## src/rtl/iir_sos_filter_pkg.sv

```systemverilog
// iir_sos_filter_pkg: shared FSM states, coefficient slot indices and sizing helper for the biquad cascade.
package iir_sos_filter_pkg;
    typedef enum logic [1:0] {ST_IDLE, ST_MAC, ST_UPD, ST_OUT} state_t;
    localparam int N_K = 5;
    localparam logic [2:0] K_B0 = 3'd0;
    localparam logic [2:0] K_B1 = 3'd1;
    localparam logic [2:0] K_B2 = 3'd2;
    localparam logic [2:0] K_A1 = 3'd3;
    localparam logic [2:0] K_A2 = 3'd4;
    function automatic int idx_w(input int n);
        return n > 1 ? $clog2(n) : 1;
    endfunction
endpackage

```

## src/rtl/iir_sos_filter_mac.sv

```systemverilog
// iir_sos_filter_mac: signed multiply with registered add/subtract accumulate, plus round-half-up and saturation of the sum.
module iir_sos_filter_mac #(
    parameter int DATA_W     = 16,
    parameter int COEFF_W    = 16,
    parameter int COEFF_FRAC = 14,
    parameter int ACC_W      = 40
) (
    input  logic                      CLK,
    input  logic                      RST,
    input  logic                      clr,
    input  logic                      acc_en,
    input  logic                      sub,
    input  logic signed [DATA_W-1:0]  a,
    input  logic signed [COEFF_W-1:0] c,
    output logic signed [DATA_W-1:0]  y
);
    localparam int PW = DATA_W + COEFF_W;
    localparam logic signed [ACC_W-1:0] MAXV = ACC_W'((longint'(1) << (DATA_W - 1)) - 1);
    localparam logic signed [ACC_W-1:0] MINV = -MAXV - 1;
    localparam logic signed [ACC_W-1:0] HALF = ACC_W'(longint'(1) << (COEFF_FRAC - 1));
    logic signed [PW-1:0]    prod;
    logic signed [ACC_W-1:0] acc, pext, shr;
    logic                    hi, lo, sat;
    assign prod = a * c;
    assign pext = {{(ACC_W - PW){prod[PW-1]}}, prod};
    assign shr  = (acc + HALF) >>> COEFF_FRAC;
    assign hi   = shr > MAXV;
    assign lo   = shr < MINV;
    assign sat  = hi | lo;
    assign y    = sat ? (hi ? MAXV[DATA_W-1:0] : MINV[DATA_W-1:0]) : shr[DATA_W-1:0];
    always_ff @(posedge CLK or posedge RST) begin
        if (RST)
            acc <= '0;
        else if (clr)
            acc <= '0;
        else if (acc_en)
            acc <= sub ? acc - pext : acc + pext;
    end
endmodule

```

## src/rtl/iir_sos_filter.sv

```systemverilog
// iir_sos_filter: Direct Form I biquad cascade sharing one MAC, with valid/ready streaming and a run-time coefficient port.
module iir_sos_filter
    import iir_sos_filter_pkg::*;
#(
    parameter int DATA_W     = 16,
    parameter int COEFF_W    = 16,
    parameter int COEFF_FRAC = 14,
    parameter int N_SECT     = 2,
    parameter int ACC_W      = 40
) (
    input  logic                              CLK,
    input  logic                              RST,
    input  logic                              in_valid,
    output logic                              in_ready,
    input  logic signed [DATA_W-1:0]          in_data,
    output logic                              out_valid,
    input  logic                              out_ready,
    output logic signed [DATA_W-1:0]          out_data,
    input  logic                              clear,
    input  logic                              coef_we,
    input  logic [$clog2(5*N_SECT)-1:0]       coef_addr,
    input  logic signed [COEFF_W-1:0]         coef_wdata,
    output logic                              coef_ready
);
    localparam int NC = N_K * N_SECT;
    localparam int AW = $clog2(NC);
    localparam int SW = idx_w(N_SECT);
    localparam logic signed [COEFF_W-1:0] B0_ONE = COEFF_W'(longint'(1) << COEFF_FRAC);
    state_t                     state, state_n;
    logic [2:0]                 k;
    logic [SW-1:0]              sect;
    logic signed [DATA_W-1:0]   x, y, mac_a;
    logic signed [COEFF_W-1:0]  coef [NC];
    logic signed [DATA_W-1:0]   x1 [N_SECT];
    logic signed [DATA_W-1:0]   x2 [N_SECT];
    logic signed [DATA_W-1:0]   y1 [N_SECT];
    logic signed [DATA_W-1:0]   y2 [N_SECT];
    logic [AW-1:0]              cidx;
    logic                       last;
    assign in_ready   = state == ST_IDLE;
    assign coef_ready = state == ST_IDLE;
    assign out_valid  = state == ST_OUT;
    assign last       = sect == SW'(N_SECT - 1);
    assign cidx       = AW'(N_K * int'(sect) + int'(k));
    always_comb begin
        mac_a = k == K_B0 ? x : k == K_B1 ? x1[sect] : k == K_B2 ? x2[sect] : k == K_A1 ? y1[sect] : y2[sect];
    end
    // Feedback taps (a1, a2) are subtracted so coefficients keep the tf2sos sign convention.
    iir_sos_filter_mac #(
        .DATA_W(DATA_W), .COEFF_W(COEFF_W), .COEFF_FRAC(COEFF_FRAC), .ACC_W(ACC_W)
    ) u_mac (
        .CLK    (CLK),
        .RST    (RST),
        .clr    (state == ST_IDLE || state == ST_UPD || clear),
        .acc_en (state == ST_MAC),
        .sub    (k >= K_A1),
        .a      (mac_a),
        .c      (coef[cidx]),
        .y      (y)
    );
    always_comb begin
        state_n = state;
        case (state)
            ST_IDLE: if (in_valid) state_n = ST_MAC;
            ST_MAC:  if (k == K_A2) state_n = ST_UPD;
            ST_UPD:  state_n = last ? ST_OUT : ST_MAC;
            ST_OUT:  if (out_ready) state_n = ST_IDLE;
            default: state_n = ST_IDLE;
        endcase
        if (clear && state != ST_IDLE) state_n = ST_IDLE;
    end
    always_ff @(posedge CLK or posedge RST) begin
        if (RST)
            state <= ST_IDLE;
        else
            state <= state_n;
    end
    always_ff @(posedge CLK or posedge RST) begin
        if (RST) begin
            for (int i = 0; i < NC; i++) coef[i] <= (i % N_K == 0) ? B0_ONE : '0;
            for (int i = 0; i < N_SECT; i++) begin
                x1[i] <= '0;
                x2[i] <= '0;
                y1[i] <= '0;
                y2[i] <= '0;
            end
            x        <= '0;
            k        <= '0;
            sect     <= '0;
            out_data <= '0;
        end else begin
            if (coef_we && coef_ready && int'(coef_addr) < NC) coef[coef_addr] <= coef_wdata;
            if (clear) begin
                for (int i = 0; i < N_SECT; i++) begin
                    x1[i] <= '0;
                    x2[i] <= '0;
                    y1[i] <= '0;
                    y2[i] <= '0;
                end
            end
            if (state == ST_IDLE && in_valid) begin
                x    <= in_data;
                k    <= '0;
                sect <= '0;
            end
            if (state == ST_MAC && !clear) k <= k + 3'd1;
            // Section result becomes this section's y1 and the next section's input.
            if (state == ST_UPD && !clear) begin
                x2[sect] <= x1[sect];
                x1[sect] <= x;
                y2[sect] <= y1[sect];
                y1[sect] <= y;
                x        <= y;
                k        <= '0;
                if (last)
                    out_data <= y;
                else
                    sect <= sect + SW'(1);
            end
        end
    end
endmodule

```

## config.mk

```make
export PLATFORM = sky130hd
export DESIGN_NAME = iir_sos_filter
export DESIGN_NICKNAME = d
export VERILOG_FILES = /design/src/rtl/iir_sos_filter_pkg.sv /design/src/rtl/iir_sos_filter_mac.sv /design/src/rtl/iir_sos_filter.sv
export SDC_FILE = /design/constraint.sdc
export NUM_CORES = 2
export LEC_CHECK = 0
export ABC_AREA = 0
export CAP_MARGIN = 0
export CELL_PAD_IN_SITES_DETAIL_PLACEMENT = 1
export CELL_PAD_IN_SITES_GLOBAL_PLACEMENT = 1
export CORE_UTILIZATION = 45
export CTS_CLUSTER_SIZE = 12
export DETAILED_ROUTE_END_ITERATION = 10
export PLACE_DENSITY = 0.72
export SETUP_SLACK_MARGIN = 0.05
export SLEW_MARGIN = 0
export SYNTH_ARGS = -nofsm -noshare
export SYNTH_HDL_FRONTEND = slang
export SYNTH_SLANG_ARGS = --single-unit
```

## constraint.sdc

```tcl
create_clock -name CLK -period 19.4 [get_ports CLK]
set_input_delay 4.85 -clock CLK [delete_from_list [all_inputs] [get_ports CLK]]
set_output_delay 4.85 -clock CLK [all_outputs]
set_load 0.01 [all_outputs]
```

After elaboration in Yosys (flattened, before gate mapping):

Cells that the tools add are included.

* register bits after elaboration: 366
* input port bits: 42
* logic and storage cells: 129

* add/subtract/negate cells: 6
* $mul: 2
* $lt $le $gt $ge: 9
* equality and inequality tests: 10
* mux-type cells: 55
* bitwise logic cells: 4
* reductions and logical operators: 19

Operator list (count)
* $mux W16: 24
* $mux W32: 8
* $bwmux W160: 1
* $bwmux W32: 4
* $mux W40: 3
* $bmux W16 S4: 1
* $demux W16 S4: 1
* $add A40 B15 Y40 const B: 1
* $add A40 B32 Y40: 1
* $sub A40 B32 Y40: 1
* $mul A16 B16 Y32: 1
* $gt A26 B16 Y1 const B: 1
* $lt A26 B16 Y1 const B: 1
* $demux W16 S1: 1
* $ge A5 B5 Y1 const B: 2
* $mux W2: 5
* $not A4 Y5: 2
* $mux W3: 3
* $logic_and A1 B1 Y1: 8
* $pmux W2 S4: 1
* $eq A3 B2 Y1 const B: 2
* $reduce_bool A2 Y1: 3
* $lt A5 B1 Y1 const B: 1
* $add A4 B3 Y4: 1
* other kinds (24): 28

Depth between registers and ports, before layout:

* depth after elaboration: 13
* gate-level depth with buffers: 48
* gate-level depth less buffers: 45

Modules after synthesis:

Synthesis repeated with hierarchy kept, for this count alone.

* cell total of the unflattened synthesis: 3136
* area, all modules: 30653.1 um2

By module, submodules not included
* iir_sos_filter: times used 1, cells each 1351, area each 15524.9 um2
* iir_sos_filter_mac: times used 1, cells each 1785, area each 15128.3 um2

Worst setup path after synthesis:

OpenSTA, ideal clock, no wires.

* path type: reg-to-reg
* from: register k[0]
* to: register u_mac.acc[39]
* setup time: 0.078 ns
* data arrival time: 11.784 ns
* required time: 19.322 ns
* setup slack: 7.538 ns
* cell stages (with the launch flop): 43
* clock period less this slack: 11.862 ns
* cell sequence: dfrtp_1 ha_1 buf_1 buf_1 mux4_2 mux2i_1 o22a_1 clkbuf_1 nor2_1 fa_1 inv_1 fa_1 fa_1 fa_1 inv_1 fa_1 inv_1 fa_1 (+7 left out) a311o_1 or3_1 or3_1 or3b_4 o31ai_1 xor2_1 ha_1 a21oi_1 a21boi_0 a211o_1 a31o_2 a41oi_1 a21oi_1 o31ai_1 a31oi_1 xor2_1 or3_1 a21oi_1

* cells in the longest elaborated chain, start to end: 10
* elaborated cells between the ends (all ways): 20
* those cells by class: 3 x add/sub; 1 x mul; 1 x order compare; 3 x eq/ne; 10 x mux; 1 x bitwise; 1 x reduce/logical

RTL lines
* start, declared: RTL line iir_sos_filter.sv:30 `logic [2:0] k;`
* start signal, assigned: RTL line iir_sos_filter.sv:106 `if (state == ST_MAC && !clear) k <= k + 3'd1;`
* $add A4 B3 Y4 / $eq A3 B2 Y1 (equally long branches): RTL line iir_sos_filter.sv:44, iir_sos_filter.sv:46
* $not A4 Y5 (not written as such) / $mux W16 (equally long branches): RTL line iir_sos_filter.sv:58, iir_sos_filter.sv:46
* $bmux W16 S4 / $mux W16 (equally long branches): RTL line iir_sos_filter.sv:58, iir_sos_filter.sv:46
* $mux W16 (on tied branches) (2 in a row): RTL line iir_sos_filter.sv:58, iir_sos_filter.sv:46
* $mul A16 B16 Y32: RTL line iir_sos_filter_mac.sv:24 `assign prod = a * c;`
* $add A40 B32 Y40 / $sub A40 B32 Y40 (equally long branches): RTL line iir_sos_filter_mac.sv:37 `acc <= sub ? acc - pext : acc + pext;`
* $mux W40 (*): RTL line iir_sos_filter_mac.sv:37
* $mux W40 (*): RTL line iir_sos_filter_mac.sv:36 `else if (acc_en)`
* $mux W40 (*): RTL line iir_sos_filter_mac.sv:34 `else if (clr)`
* end signal, assigned: RTL line iir_sos_filter_mac.sv:37
* end, declared: RTL line iir_sos_filter_mac.sv:22 `logic signed [ACC_W-1:0] acc, pext, shr;`

Every way passes the cells marked *; elsewhere a longest branch is shown, timed or not. The select of a mux whose other input is x is not followed.
A chain may end at the register's enable or synchronous reset.

Worst setup path in the final report:

* from: register sect (netlist: last)
* to: register u_mac.acc[39]

* cells in the longest elaborated chain, start to end: 13
* elaborated cells between the ends (all ways): 29
* those cells by class: 3 x add/sub; 2 x mul; 22 x mux; 2 x bitwise

RTL lines
* start, declared: RTL line iir_sos_filter.sv:31 `logic [SW-1:0] sect;`
* start signal, assigned: RTL line iir_sos_filter.sv:118 `sect <= sect + SW'(1);`
* parallel branches: the longest is 8 deep, another holds $mul A3 B1 Y4
* $mul A16 B16 Y32 (*): RTL line iir_sos_filter_mac.sv:24
* $add A40 B32 Y40 / $sub A40 B32 Y40 (equally long branches): RTL line iir_sos_filter_mac.sv:37
* $mux W40 (*): RTL line iir_sos_filter_mac.sv:37
* $mux W40 (*): RTL line iir_sos_filter_mac.sv:36
* $mux W40 (*): RTL line iir_sos_filter_mac.sv:34

Mark *: on every way between the ends. The select of a mux whose other input is x is not followed.

==> run_results.csv <==
group,metric,value,unit
status,status,"finished with violations",
status,violations,"DRC",
cts,clock-sinks,366,
worst_setup_path,r2r-end,"u_mac.acc[39]",
worst_setup_path,worstSetupPathType,"register to register",
worst_setup_path,crit_slowest_cell,"o22ai_1",
sta,setup_ws,5980,ps
worst_setup_path,worst-r2r-setup-slack,5980,ps
worst_hold_path,hold_class,"register to register",
grt,grt_max_degree,125,
routing,wirelength,92.1,mm
sta,slew_violations,0,
yosys,ys_seq_area_share,30.4,%
routing,drt_iter0_drc,1366,
yosys,synth_mux_area_share,12.5,%
yosys,synthCells,3113,
yosys,yosys.area_share.adder,22.9,%
yosys,synthFlopType,"dfrtp_1",
sta,setup_tns,0,ps
placed_design,dpl_worst_slack,6200,ps
worst_hold_path,hold_end,"out_data[13]",
sta,finalSetupViolations,0,
grt,track_usage,27.9,%
worst_setup_path,cp_top_family,"compound AO/OA/AOI/OAI gates",
cts,cts_tree,"built",
worst_setup_path,crit_path_start_kind,"register",
worst_hold_path,min-delay-start,"out_data[13]",
worst_setup_path,rr_worst_depth,37,
cts,clock_latency,590,ps
yosys,ys_warn_count,0,
yosys,synth_top_family_by_area,"adder cells",
yosys,async_flop_share,100,%
placed_design,routabilityCongestion,0.931,
cts,cts_made_buffers,44,
routing,vias_per_cell,5.73,
routing,dr.pass1.iters,8,
grt,grt_overflow,0,
worst_setup_path,critical_path_peak_fanout,20,
routing,ant_nets,0,
worst_setup_path,crit_cells,37,
grt,antenna_found_initial,1,
yosys,synth_fp_nets,3549,
yosys,synthTopCellsByArea,"dfrtp_1 30%, fa_1 17%, mux2_2 6.1%, ha_1 5.4%, nand2_1 4.6%",
yosys,yosys-top-cells-count,"373 x nand2_1, 364 x dfrtp_1, 355 x inv_1, 272 x nor2_1, 263 x fa_1",
layout,num_antenna_cells,0,
worst_setup_path,worst_ep_required_time,19890,ps
cts,postCtsSetupRepairBufs,0,
cts,clock_path_buffers,3,
worst_setup_path,worst_ep_arrival_time,13910,ps
yosys,avgSynthCellArea,9.68,µm²
layout,stdcell_count,3999,
sta,rsz0062_at_grt,"false",
layout,fillers,7312,
cts,htree_levels,2,
worst_setup_path,rr_startpoint,"last",
placed_design,dpl.hpwl,68.0,mm
cts,post_cts_resize_count,0,
routing,wl_per_cell,23.0,µm
floorplanning,placementRows,94,
worst_setup_path,end_kind,"register",
worst_setup_path,cpPeakStageDelay,1120,ps
yosys,synth-simple-area-share,13.5,%
sta,fin_worst_skew,19.8,ps
sta,fin_crit,13420,ps
floorplanning,fp.dieArea,68000,µm²
worst_setup_path,crit_buf_inv,3,
routing,vias,22900,
worst_hold_path,min_path_cells,2,
yosys,ys_types,79,
sta,hold_violations,0,
floorplanning,dieHeight,261,µm
floorplanning,ios,61,
cts,clk_pin_slew_worst_paths,60,ps
floorplanning,die_x,261,µm
yosys,synth_compound_area_share,10.7,%
worst_setup_path,worst_path_most_repeated_cell,"fa_1",
placed_design,portBuffers,60,
sta,fin_crit_sh,69.2,%
cts,postCtsHoldBufs,0,
sta,fmaxAchievable,0.0745,GHz
routing,drc,3,
yosys,syn_area,30100,µm²
sta,slew_headroom,14.8,%
job,drv_cap,0,
layout,drive_gt1_share,12.2,%
grt,grt_pass1_vias,25200,
sta,worstMarginPinSlew,1280,ps
yosys,synth_most_common_cell,"nand2_1",
floorplanning,initial_core_util,45.7,%
yosys,synth_edf_count,0,
cts,cts_root_buffer,"clkbuf_16",
grt,grt_pass1_wl,146,mm
yosys,ys_seq_elements,366,
floorplanning,fp.coreArea,66000,µm²
placed_design,dp_cells,3920,
layout,nNetsFinal,3538,
yosys,yosys.area.top_type,"dfrtp_1",
yosys,synth_top_cell_area_share,30.2,%
yosys,synth-xor-area-share,3.46,%
layout,syn2layout_area_growth,10.0,%
[stage by stage]
stage | utilization, % | area, µm² | hold slack [ps]
after floorplan | - | 30100 | 463
after global placement | 47.9 | 31600 | 463
after detailed placement | 47.9 | 31600 | 464
after CTS | 50.2 | 33100 | 478
after global routing | 50.2 | 33100 | 498
final | 50.2 | 33100 | 477
[layout make-up]
class / count / area, µm² / share of cell area (%)
Clock buffer: 61 / 1270 / 3.85
Inverter: 355 / 1340 / 4.04
Multi-Input combinational cell: 2232 / 19100 / 57.6
Sequential cell: 366 / 9170 / 27.7
Tap cell: 864 / 1080 / 3.26
Clock inverter: 18 / 285 / 0.861
Timing Repair Buffer: 103 / 918 / 2.77
[per-layer routing]
metal	track usage, %	share of wire, %	up-vias
met4	8.84	3.1	0
met2	47.8	50	461
met3	2.78	3.6	143
met1	37.0	44	12000
met5	0	0	-
li1	-	-	10300
[worst max-delay path by stage]
stage / startpoint / to
after floorplan: RST / coef[0]
after detailed placement: last / u_mac.acc[39]
after CTS: last / u_mac.acc[39]
after global placement: last / u_mac.acc[39]
final: last / u_mac.acc[39]
after global routing: last / u_mac.acc[39]
[logic make-up (layout without fill, tap and decap cells)]
kind of cell | Yosys count | count (layout)
xor+xnor | 118 | 118
fa+ha+maj | 394 | 394
compound gates | 515 | 515
simple gates | 908 | 908
mux | 297 | 297
buf+inv | 515 | 537
flops | 366 | 366
[placed cells by master (no fill, tap or decap), types with 7 or more instances in the layout]
cell type	instances
clkbuf_8	11
xor2_1	52
o21ai_1	14
mux2i_1	86
a31oi_1	13
nand2b_1	93
o22ai_1	11
a211oi_1	44
clkbuf_16	44
and2_1	9
o22a_1	9
nor2_1	271
a21oi_1	162
or3_1	10
o21a_1	10
nor3_1	26
a31o_2	7
fa_1	263
or2_2	15
xnor2_1	65
nor2b_1	18
a211o_1	11
ha_1	130
buf_4	43
a22o_1	16
clkdlybuf4s50_1	59
nor4_1	7
a21o_1	38
mux4_2	48
o21ai_0	129
dfrtp_1	362
nand4_1	12
inv_1	354
nand3_1	26
and3_1	8
o31ai_1	7
mux2_2	163
nand2_1	373
[registers in the layout, summed over array words and instances, names as in the netlist]
name,count
coef,160
u_mac.acc,40
x1,32
x2,32
y1,32
y2,32
out_data,16
x,16
k,3
state,2
last,1
[tightest hold or removal path: cells and delay by family (launching register included)]
family | cells | cell delay [ps]
flip-flops | 1 | 340
AND/OR/NAND/NOR | 2 | 110
Power is not shown: default switching activity piles up to over one toggle a cycle in this logic, so the estimate is an artifact.
